`config.mk`:
```
export PLATFORM = sky130hd
export DESIGN_NAME = hyperbus_rx_packer
export DESIGN_NICKNAME = d
export VERILOG_FILES = /design/src/rtl/hyperbus_rx_packer.sv
export SDC_FILE = /design/constraint.sdc
export NUM_CORES = 1
export LEC_CHECK = 0
export ABC_AREA = 1
export BUFFER_PORTS_ARGS = -buffer_cell sky130_fd_sc_hd__buf_2
export CORE_AREA = 2 2 86 96
export CTS_CLUSTER_SIZE = 30
export DETAILED_ROUTE_END_ITERATION = 6
export DIE_AREA = 0 0 88 98
export PLACE_DENSITY = 0.93
export SLEW_MARGIN = 20
export SYNTH_ARGS = -nofsm -noshare
export SYNTH_HDL_FRONTEND = slang
export SYNTH_SLANG_ARGS = --single-unit
```
`constraint.sdc`:
```
create_clock -name clk_rwds -period 5.3 [get_ports clk_rwds]
set_clock_uncertainty 0.1 [all_clocks]
set_input_delay 0.795 -clock clk_rwds [delete_from_list [all_inputs] [get_ports clk_rwds]]
set_output_delay 0.795 -clock clk_rwds [all_outputs]
set_load 0.02 [all_outputs]
```
`src/rtl/hyperbus_rx_packer.sv`:
```
// rtl/hyperbus_rx_packer.sv - RWDS-domain DDR sample packer feeding the read CDC FIFO source side
module hyperbus_rx_packer #(
    parameter int DQ_WIDTH  = 8,
    parameter int PACK      = 2,
    parameter int CNT_WIDTH = 16
) (
    input  logic                       clk_rwds,
    input  logic                       resetReadModule,
    input  logic [CNT_WIDTH-1:0]       burst_len_i,
    input  logic [2*DQ_WIDTH-1:0]      sample_i,
    output logic                       out_valid_o,
    output logic [PACK*2*DQ_WIDTH-1:0] out_data_o,
    output logic [PACK-1:0]            out_strb_o,
    output logic                       out_last_o,
    input  logic                       out_ready_i,
    output logic                       overflow_o,
    output logic                       done_o
);

    localparam int SW    = 2 * DQ_WIDTH;
    localparam int W     = PACK * SW;
    localparam int IDX_W = (PACK > 1) ? $clog2(PACK) : 1;

    typedef enum logic [1:0] {
        ARM  = 2'd0,
        RUN  = 2'd1,
        DONE = 2'd2
    } state_t;

    state_t               state_q;
    state_t               state_d;
    logic [IDX_W-1:0]     idx_q;
    logic [CNT_WIDTH-1:0] cnt_q;
    logic [CNT_WIDTH-1:0] cnt_inc;
    logic [W-1:0]         asm_q;
    logic [W-1:0]         asm_word;
    logic [PACK-1:0]      strb_word;
    logic                 accept;
    logic                 final_sample;
    logic                 word_done;

    // Only RUN consumes samples; ARM swallows the unprimed first edge, DONE ignores trailing edges.
    assign accept       = (state_q == RUN);
    assign cnt_inc      = cnt_q + CNT_WIDTH'(1);
    assign final_sample = accept && (burst_len_i != '0) && (cnt_inc == burst_len_i);
    assign word_done    = accept && ((idx_q == IDX_W'(PACK - 1)) || final_sample);
    assign done_o       = (state_q == DONE) && !out_valid_o;

    // Burst phase register.
    always_ff @(posedge clk_rwds or posedge resetReadModule) begin
        if (resetReadModule) begin
            state_q <= ARM;
        end else begin
            state_q <= state_d;
        end
    end

    // Burst phase sequencing.
    always_comb begin
        state_d = state_q;
        case (state_q)
            ARM:     state_d = RUN;
            RUN:     if (final_sample) state_d = DONE;
            DONE:    state_d = DONE;
            default: state_d = ARM;
        endcase
    end

    // Word being completed this edge: held lanes plus the incoming sample, and the lanes it fills.
    always_comb begin
        asm_word = asm_q;
        asm_word[idx_q*SW +: SW] = sample_i;
        strb_word = '0;
        for (int i = 0; i < PACK; i++) begin
            strb_word[i] = (i <= int'(idx_q));
        end
    end

    // Lane index, sample counter and assembly register; assembly clears on completion so a short tail is zero-padded.
    always_ff @(posedge clk_rwds or posedge resetReadModule) begin
        if (resetReadModule) begin
            idx_q <= '0;
            cnt_q <= '0;
            asm_q <= '0;
        end else if (accept) begin
            cnt_q <= cnt_inc;
            if (word_done) begin
                idx_q <= '0;
                asm_q <= '0;
            end else begin
                idx_q <= idx_q + IDX_W'(1);
                asm_q <= asm_word;
            end
        end
    end

    // Output register: a completed word loads if the slot is free or being pushed, otherwise it is lost and flagged.
    always_ff @(posedge clk_rwds or posedge resetReadModule) begin
        if (resetReadModule) begin
            out_valid_o <= 1'b0;
            out_data_o  <= '0;
            out_strb_o  <= '0;
            out_last_o  <= 1'b0;
            overflow_o  <= 1'b0;
        end else if (word_done) begin
            if (!out_valid_o || out_ready_i) begin
                out_valid_o <= 1'b1;
                out_data_o  <= asm_word;
                out_strb_o  <= strb_word;
                out_last_o  <= final_sample;
            end else begin
                overflow_o <= 1'b1;
                // RWDS cannot stall, so the held word must carry end-of-burst or the reader never terminates.
                if (final_sample) begin
                    out_last_o <= 1'b1;
                end
            end
        end else if (out_valid_o && out_ready_i) begin
            out_valid_o <= 1'b0;
        end
    end

endmodule

```
==> results of run 1 <==
==> critical path: stages (launching register included) <==
cell and delay [ns]:
dfrtp_1 0.45, ha_1 0.23, nand3_1 0.12, nor2_1 0.26, nand3_1 0.16, nand2_1 0.11, nand3_1 0.07, nand2_1 0.06
nand2_1 0.05, nor2_1 0.13, nand3_2 0.13, nand2_4 0.41, nand2_4 0.34, nand2_1 0.15, nand2_1 0.07
==> report_power, final <==
part	switching [uW]	total [uW]	internal (uW)
sequential	135	984	849
combinational	645	925	280
clock	257	445	188
==> how the worst max path moves through the flow <==
stage | startpoint | endpoint | slack [ns]
final | cnt_q[0]$_DFFE_PP0N_ | out_data_o[3]$_DFFE_PP0P_ | 2.34
after global routing | cnt_q[0]$_DFFE_PP0N_ | out_data_o[14]$_DFFE_PP0P_ | 1.96
after CTS | cnt_q[0]$_DFFE_PP0N_ | out_data_o[3]$_DFFE_PP0P_ | 2.36
after detailed placement | out_ready_i | out_data_o[15]$_DFFE_PP0P_ | 2.29
after global placement | burst_len_i[1] | out_data_o[16]$_DFFE_PP0P_ | 2.38
after floorplan | resetReadModule | asm_q[0]$_DFFE_PP0N_ | 2.13
==> cell usage after synthesis (3+ instances only) <==
| library cell | n |
|---|---|
| nand2_1 | 190 |
| buf_6 | 4 |
| inv_1 | 67 |
| o21ai_0 | 49 |
| inv_2 | 3 |
| nand4_1 | 8 |
| nor2_1 | 46 |
| nand3_1 | 64 |
| clkbuf_1 | 13 |
| buf_4 | 3 |
| dfrtp_1 | 88 |
| ha_1 | 4 |
| o22ai_1 | 16 |
==> kinds of logic after synthesis <==
family / count (synthesis) / synth area share
AO/OA/AOI/OAI: 71 / 0.0860
XOR/XNOR: 4 / 0.0112
adder cells (fa/ha/maj): 4 / 0.0112
buffers and inverters: 96 / 0.0933
flip-flops: 88 / 0.495
AND/OR/NAND/NOR: 319 / 0.304
==> final cells by class <==
cell class | count | area (sq um) | area share
multi-input cells | 398 | 1830 | 0.367
clock inverters | 6 | 50.0 | 0.0100
well taps | 108 | 135 | 0.0270
repair buffers | 74 | 375 | 0.0750
flip-flops and latches | 88 | 2200 | 0.440
clock buffers | 10 | 138 | 0.0275
inverters | 71 | 268 | 0.0535
==> state kept, by name (all words and copies together) (netlist names) <==
| name | cells |
|---|---|
| state_q | 2 |
| out_last_o | 1 |
| cnt_q | 16 |
| idx_q | 1 |
| out_valid_o | 1 |
| out_data_o | 32 |
| overflow_o | 1 |
| asm_q | 32 |
| out_strb_o | 2 |
==> routing by layer <==
metal	part of all wire	routed length, microns
met5	0	0
met4	0.022	231
met3	0.062	656
met2	0.52	5520
met1	0.39	4140
==> placed cells by master (no fill, tap or decap) <==
master      count
buf_4           2
o22ai_1        16
clkinv_1        1
nand3_1        64
nand2_1       190
a21o_1          1
nor2_2          2
clkinvlp_4      4
nand3b_1        2
xnor2_1         1
nand3_2         1
nor2_4          2
ha_1            4
nor2_1         46
clkinv_2        1
nand4_1         8
dfrtp_1        88
clkbuf_8       10
inv_2           3
xor2_1          2
o21bai_1        2
nand2_2         2
inv_8           1
o21ai_1         2
xor3_1          1
nand2_4         2
inv_1          66
a21oi_1         1
inv_6           1
buf_2          72
o21ai_0        49
==> per-stage QoR <==
step | util | cell area, sq um
CTS | 0.650 | 5000
floorplan | - | 4450
global placement | 0.625 | 4810
finish | 0.650 | 5000
detailed placement | 0.625 | 4810
global route | 0.650 | 5000
==> reports/qor.csv, run 1 <==
metric;value;unit
Vias/cell;5.34;
H-tree Lvls;3;
Slew Viols, Final;0;
antenna violations before repair;0;
total power;2350;uW
Initial DRC Count;244;
top cell type's share of synthesized area;0.495;
fin crit period;2.96;ns
cts repair resizes;0;
reg2reg end;out_data_o[3]$_DFFE_PP0P_;
min-delay worst type;in -> async;
register area share after synthesis;0.495;
fill count;638;
R2R depth;14;
Synth async-reset ratio;1.00;
#FFs+latches synth;88;
Least-Margin Pin Slew;1.05;ns
Die Wd;88;microns
Row Count;34;
f_max;338;MHz
Mapped Cells;582;
VDD IR max;287;uV
Main synth FF type;dfrtp_1;
Post-Syn Area;4450;sq um
Critical Path RT;5.44;ns
crit-path max FO;50;
DRT Wirelength;10500;microns
Setup TNS;0;ns
Nets;681;
DRC;0;
Non-Filler Instances;755;
Placed Cells;739;
GR Overflow Total;0;
Crit Reg-Reg Startpoint;cnt_q[0]$_DFFE_PP0N_;
dpl ws;2.29;ns
Final Hold Vio Count;0;
diodes inserted;0;
met3 Use GR;0.0499;
number of setup buffers added after CTS;0;
yosys warns;0;
PwrDens;471;nW/um^2
Clk Latency, worst-skew pair;0.36;ns
period utilization;0.558;
Root Driver;clkbuf_8;
CTS tree;done;
fraction of layout cells with a size suffix above 1;0.159;
post-route setup slack;2.34;ns
worst path arrival time;3.10;ns
Die ar.;8620;sq um
GPL Wtd Cong;0.907;
syn avg cell area;7.65;sq um
worst hold margin;0.370;ns
Antenna Nets Post-Route;0;
IO Port Bufs;72;
cts hold-fix bufs;0;
P&R area growth vs syn;12.4;%
post-synth top area cell;dfrtp_1;
Num CTS Buffers;9;
CTS Buffer Depth;2;
DR vias;4034;
global-route wire length before repair;17700;microns
Max-cap violations;0;
Synthesized Nets;621;
largest net degree at the start of global routing;54;
Rel. slew slack;0.292;
num ports;73;
Initial Util;0.578;
# setup viols final;0;
1st-pass router iterations;5;
CP endpoint kind;register;
core area;7700;sq um
GRT met1 Usage;0.313;
GR peak layer;met2;
met2 Track Usage GR;0.462;
CTS sink cnt;88;
WS Path Type;reg -> reg;
gr usage total;0.261;
CP startpoint kind;register;
library cells used by synthesis;30;
HPWL Detailed;7460;microns
status;finished clean;
EDFF count, synth;0;
Leakage;0.00260;uW
RSZ-0062 raised after global routing;no;
vias in the first global route;3955;
Worst-path clk slew;0.10;ns
Synth area leaders;dfrtp_1, nand2_1, nand3_1;
Avg WL per Cell;14.0;microns
Die Y;98;microns
reg-to-reg slack, setup;2.34;ns
(Power assumes the default switching activity.)
==> run 2, diff against run 1 <==
--- a/config.mk
+++ b/config.mk
@@ -5,13 +5,13 @@
 export SDC_FILE = /design/constraint.sdc
 export NUM_CORES = 1
 export LEC_CHECK = 0
-export ABC_AREA = 1
+export ABC_AREA = 0
 export BUFFER_PORTS_ARGS = -buffer_cell sky130_fd_sc_hd__buf_2
-export CORE_AREA = 2 2 86 96
+export CORE_AREA = 2 2 91 102
 export CTS_CLUSTER_SIZE = 30
 export DETAILED_ROUTE_END_ITERATION = 6
-export DIE_AREA = 0 0 88 98
-export PLACE_DENSITY = 0.93
+export DIE_AREA = 0 0 93 104
+export PLACE_DENSITY = 0.86
 export SLEW_MARGIN = 20
 export SYNTH_ARGS = -nofsm -noshare
 export SYNTH_HDL_FRONTEND = slang
==> constraint.sdc (replaced) <==
create_clock -name clk_rwds -period 2.4 [get_ports clk_rwds]
set_clock_uncertainty 0.1 [all_clocks]
set_input_delay 0.36 -clock clk_rwds [delete_from_list [all_inputs] [get_ports clk_rwds]]
set_output_delay 0.36 -clock clk_rwds [all_outputs]
set_load 0.02 [all_outputs]
==> run 2 against run 1 <==
Net effect: the flow now finishes with violations (setup timing); sequential power grew 120%; hold slack lost 0.35 ns; combinational power grew to 3.0 times the previous value; non-clock buffer count grew 56; area after synthesis shrank 2.8%; critical path type unchanged; critical endpoint unchanged.
==> reports/qor.csv, run 2 <==
metric;value;unit;change
VDD IR max;635;uV;was 287 uV
worst path arrival time;2.93;ns;was 3.10 ns
1st-pass router iterations;4;;was 5
status;finished with violations;;was finished clean
RSZ-0062 raised after global routing;yes;;was no
crit path launch;cnt_q[14]$_DFFE_PP0N_;;was cnt_q[0]$_DFFE_PP0N_
Critical Path RT;2.55;ns;was 5.44 ns
Seq pwr share;0.358;;was 0.418
post-synth top area cell;dfrtp_1;;unchanged
violated checks;setup timing;;
P&R area growth vs syn;30.6;%;was 12.4%
Logic pwr share;0.462;;was 0.393
HPWL Detailed;6860;microns;was 7460 microns
IO Port Bufs;72;;unchanged
Post-Syn Area;4330;sq um;was 4450 sq um
fin crit period;2.78;ns;was 2.96 ns
Rel. slew slack;0.644;;was 0.292
min-delay worst type;in -> async;;unchanged
commonest non-fill, non-tap cells in the layout;dfrtp_1, buf_2, mux2_2;;was nand2_1, dfrtp_1, buf_2
Internal;3810;uW;was 1320 uW
Avg WL per Cell;17.9;microns;was 14.0 microns
fraction of layout cells with a size suffix above 1;0.519;;was 0.159
num ports;73;;unchanged
register area;2200;sq um;about the same
DRT Wirelength;10600;microns;was 10500 microns
gr usage total;0.222;;was 0.261
PwrDens;1070;nW/um^2;was 471 nW/um^2
Final Hold Vio Count;0;;unchanged
#FFs+latches synth;88;;unchanged
post-route setup slack;-0.385;ns;was 2.34 ns
syn avg cell area;12.2;sq um;was 7.65 sq um
WS Path Type;reg -> reg;;unchanged
Critical path destination;out_data_o[3]$_DFFE_PP0P_;;unchanged
GR Overflow Total;0;;unchanged
Mapped Cells;354;;was 582
fill count;636;;was 638
yosys warns;0;;unchanged
R2R depth;8;;was 14
Antenna Nets Post-Route;0;;unchanged
Max-cap violations;0;;unchanged
Slew Viols, Final;0;;unchanged
antenna violations before repair;0;;unchanged
vias in the first global route;3479;;was 3955
Initial Util;0.500;;was 0.578
reg2reg end;out_data_o[3]$_DFFE_PP0P_;;unchanged
Vias/cell;5.63;;was 5.34
Multi-input gate area;2220;sq um;was 1830 sq um
Synthesized Nets;393;;was 621
dpl ws;-0.357;ns;was 2.29 ns
Setup TNS;-15.27;ns;was 0 ns
Leakage;0.00272;uW;was 0.00260 uW
f_max;359;MHz;was 338 MHz
Main synth FF type;dfrtp_1;;unchanged
Clk Latency, worst-skew pair;0.36;ns;about the same
Die Y;104;microns;was 98 microns
CTS Buffer Depth;2;;unchanged
Row Count;36;;was 34
register area share after synthesis;0.509;;was 0.495
Initial DRC Count;157;;was 244
Num CTS Buffers;9;;unchanged
most frequent cell after synthesis;dfrtp_1;;was nand2_1
library cells used by synthesis;49;;was 30
DR vias;3332;;was 4034
Final Util;0.653;;was 0.650
Synth area leaders;dfrtp_1, mux2_2, xnor2_1;;was dfrtp_1, nand2_1, nand3_1
Synth async-reset ratio;1.00;;unchanged
Synth top cells by count;dfrtp_1, mux2_2, nand2_1, xnor2_1, a22o_1;;was nand2_1, dfrtp_1, inv_1, nand3_1, o21ai_0
Die ar.;9670;sq um;was 8620 sq um
DRC;0;;unchanged
net switching power;2270;uW;was 1040 uW
most common cell after layout, fill and taps aside;dfrtp_1;;was nand2_1
Root Driver;clkbuf_8;;unchanged
Worst-path clk slew;0.09;ns;was 0.10 ns
GPL Wtd Cong;0.956;;was 0.907
period utilization;1.16;;was 0.558
CP endpoint kind;register;;unchanged
diodes inserted;0;;unchanged
H-tree Lvls;3;;unchanged
Crit Reg-Reg Startpoint;cnt_q[14]$_DFFE_PP0N_;;was cnt_q[0]$_DFFE_PP0N_
EDFF count, synth;0;;unchanged
Switching Share;0.373;;was 0.440
top cell type's share of synthesized area;0.509;;was 0.495
Nets;512;;was 681
fin area;5650;sq um;was 5000 sq um
crit-path max FO;23;;was 50
# setup viols final;68;;was 0
Least-Margin Pin Slew;0.530;ns;was 1.05 ns
Die Wd;93;microns;was 88 microns
Area after DPL;5170;sq um;was 4810 sq um
reg-to-reg slack, setup;-0.38;ns;was 2.34 ns
CP startpoint kind;register;;unchanged
CTS tree;done;;unchanged
core area;8650;sq um;was 7700 sq um
worst hold margin;0.0180;ns;was 0.370 ns
global-route wire length before repair;17100;microns;was 17700 microns
clock power share;0.180;;was 0.189
biggest regs;asm_q (32), out_data_o (32), cnt_q (16);;unchanged
CTS sink cnt;88;;unchanged
largest net degree at the start of global routing;89;;was 54
-- run 2: per-layer routing --
metal | global-route usage | up-vias | part of all wire
met1 | 0.282 | 1686 | 0.41
met3 | 0.0420 | 19 | 0.046
li1 | - | 1528 | -
met2 | 0.374 | 99 | 0.52
met5 | 0 | - | 0
met4 | 0.0893 | 0 | 0.025
-- run 2: how the worst min path moves through the flow --
stage	to	cells past startpoint
2_1_floorplan	cnt_q[15]$_DFFE_PP0N_	1
6_report	out_strb_o[0]$_DFFE_PP0P_	3
3_3_place_gp	out_strb_o[0]$_DFFE_PP0P_	1
4_1_cts	out_strb_o[0]$_DFFE_PP0P_	3
3_5_place_dp	out_strb_o[0]$_DFFE_PP0P_	1
5_1_grt	out_strb_o[0]$_DFFE_PP0P_	3
-- run 2: stage by stage --
stage | total power (uW) | instances
after detailed placement | 4770 | 565
after CTS | 6010 | 587
after global placement | 4630 | 565
final | 6070 | 592
after floorplan | 3950 | 354
after global routing | 6390 | 592
-- run 2: layout make-up --
cell class	count	share of cell area
multi-input combinational	238	0.393
sequential	88	0.390
timing repair buffer	130	0.149
clock buffer	11	0.0268
tap	114	0.0252
clock inverter	5	0.0111
inverter	6	0.00465
-- run 2: cell families after synthesis --
| kind of cell | count (synthesis) | synth area share |
|---|---|---|
| AND/OR/NAND/NOR | 93 | 0.129 |
| multiplexers | 65 | 0.169 |
| flip-flops | 88 | 0.509 |
| adder cells (fa/ha/maj) | 4 | 0.0116 |
| AO/OA/AOI/OAI | 42 | 0.0812 |
| XOR/XNOR | 34 | 0.0688 |
| buffers and inverters | 28 | 0.0318 |
-- run 2: repair_timing --
item / in CTS / in global routing
setup buffers: 8 / 5
gates resized for setup: 25 / 12
pin swaps: 7 / 4
hold buffers: 0 / 0
setup endpoints to repair: 59 / 71
-- run 2: power by group through the flow --
stage | registers [uW] | logic (uW) | clock network, uW
after floorplan | 2460 | 1490 | 0
after global placement | 2160 | 2470 | 0
after global routing | 2230 | 2990 | 1170
after CTS | 2170 | 2730 | 1120
after detailed placement | 2190 | 2580 | 0
final | 2170 | 2800 | 1090
-- run 2: critical path, cell delays in order, from the launching register on --
cell and delay, ns:
dfrtp_1 0.40, nand4_1 0.18, or3_4 0.44, a2111oi_4 0.32
o221a_2 0.30, nand4_4 0.13, a21boi_4 0.21, buf_12 0.21
mux2_2 0.36
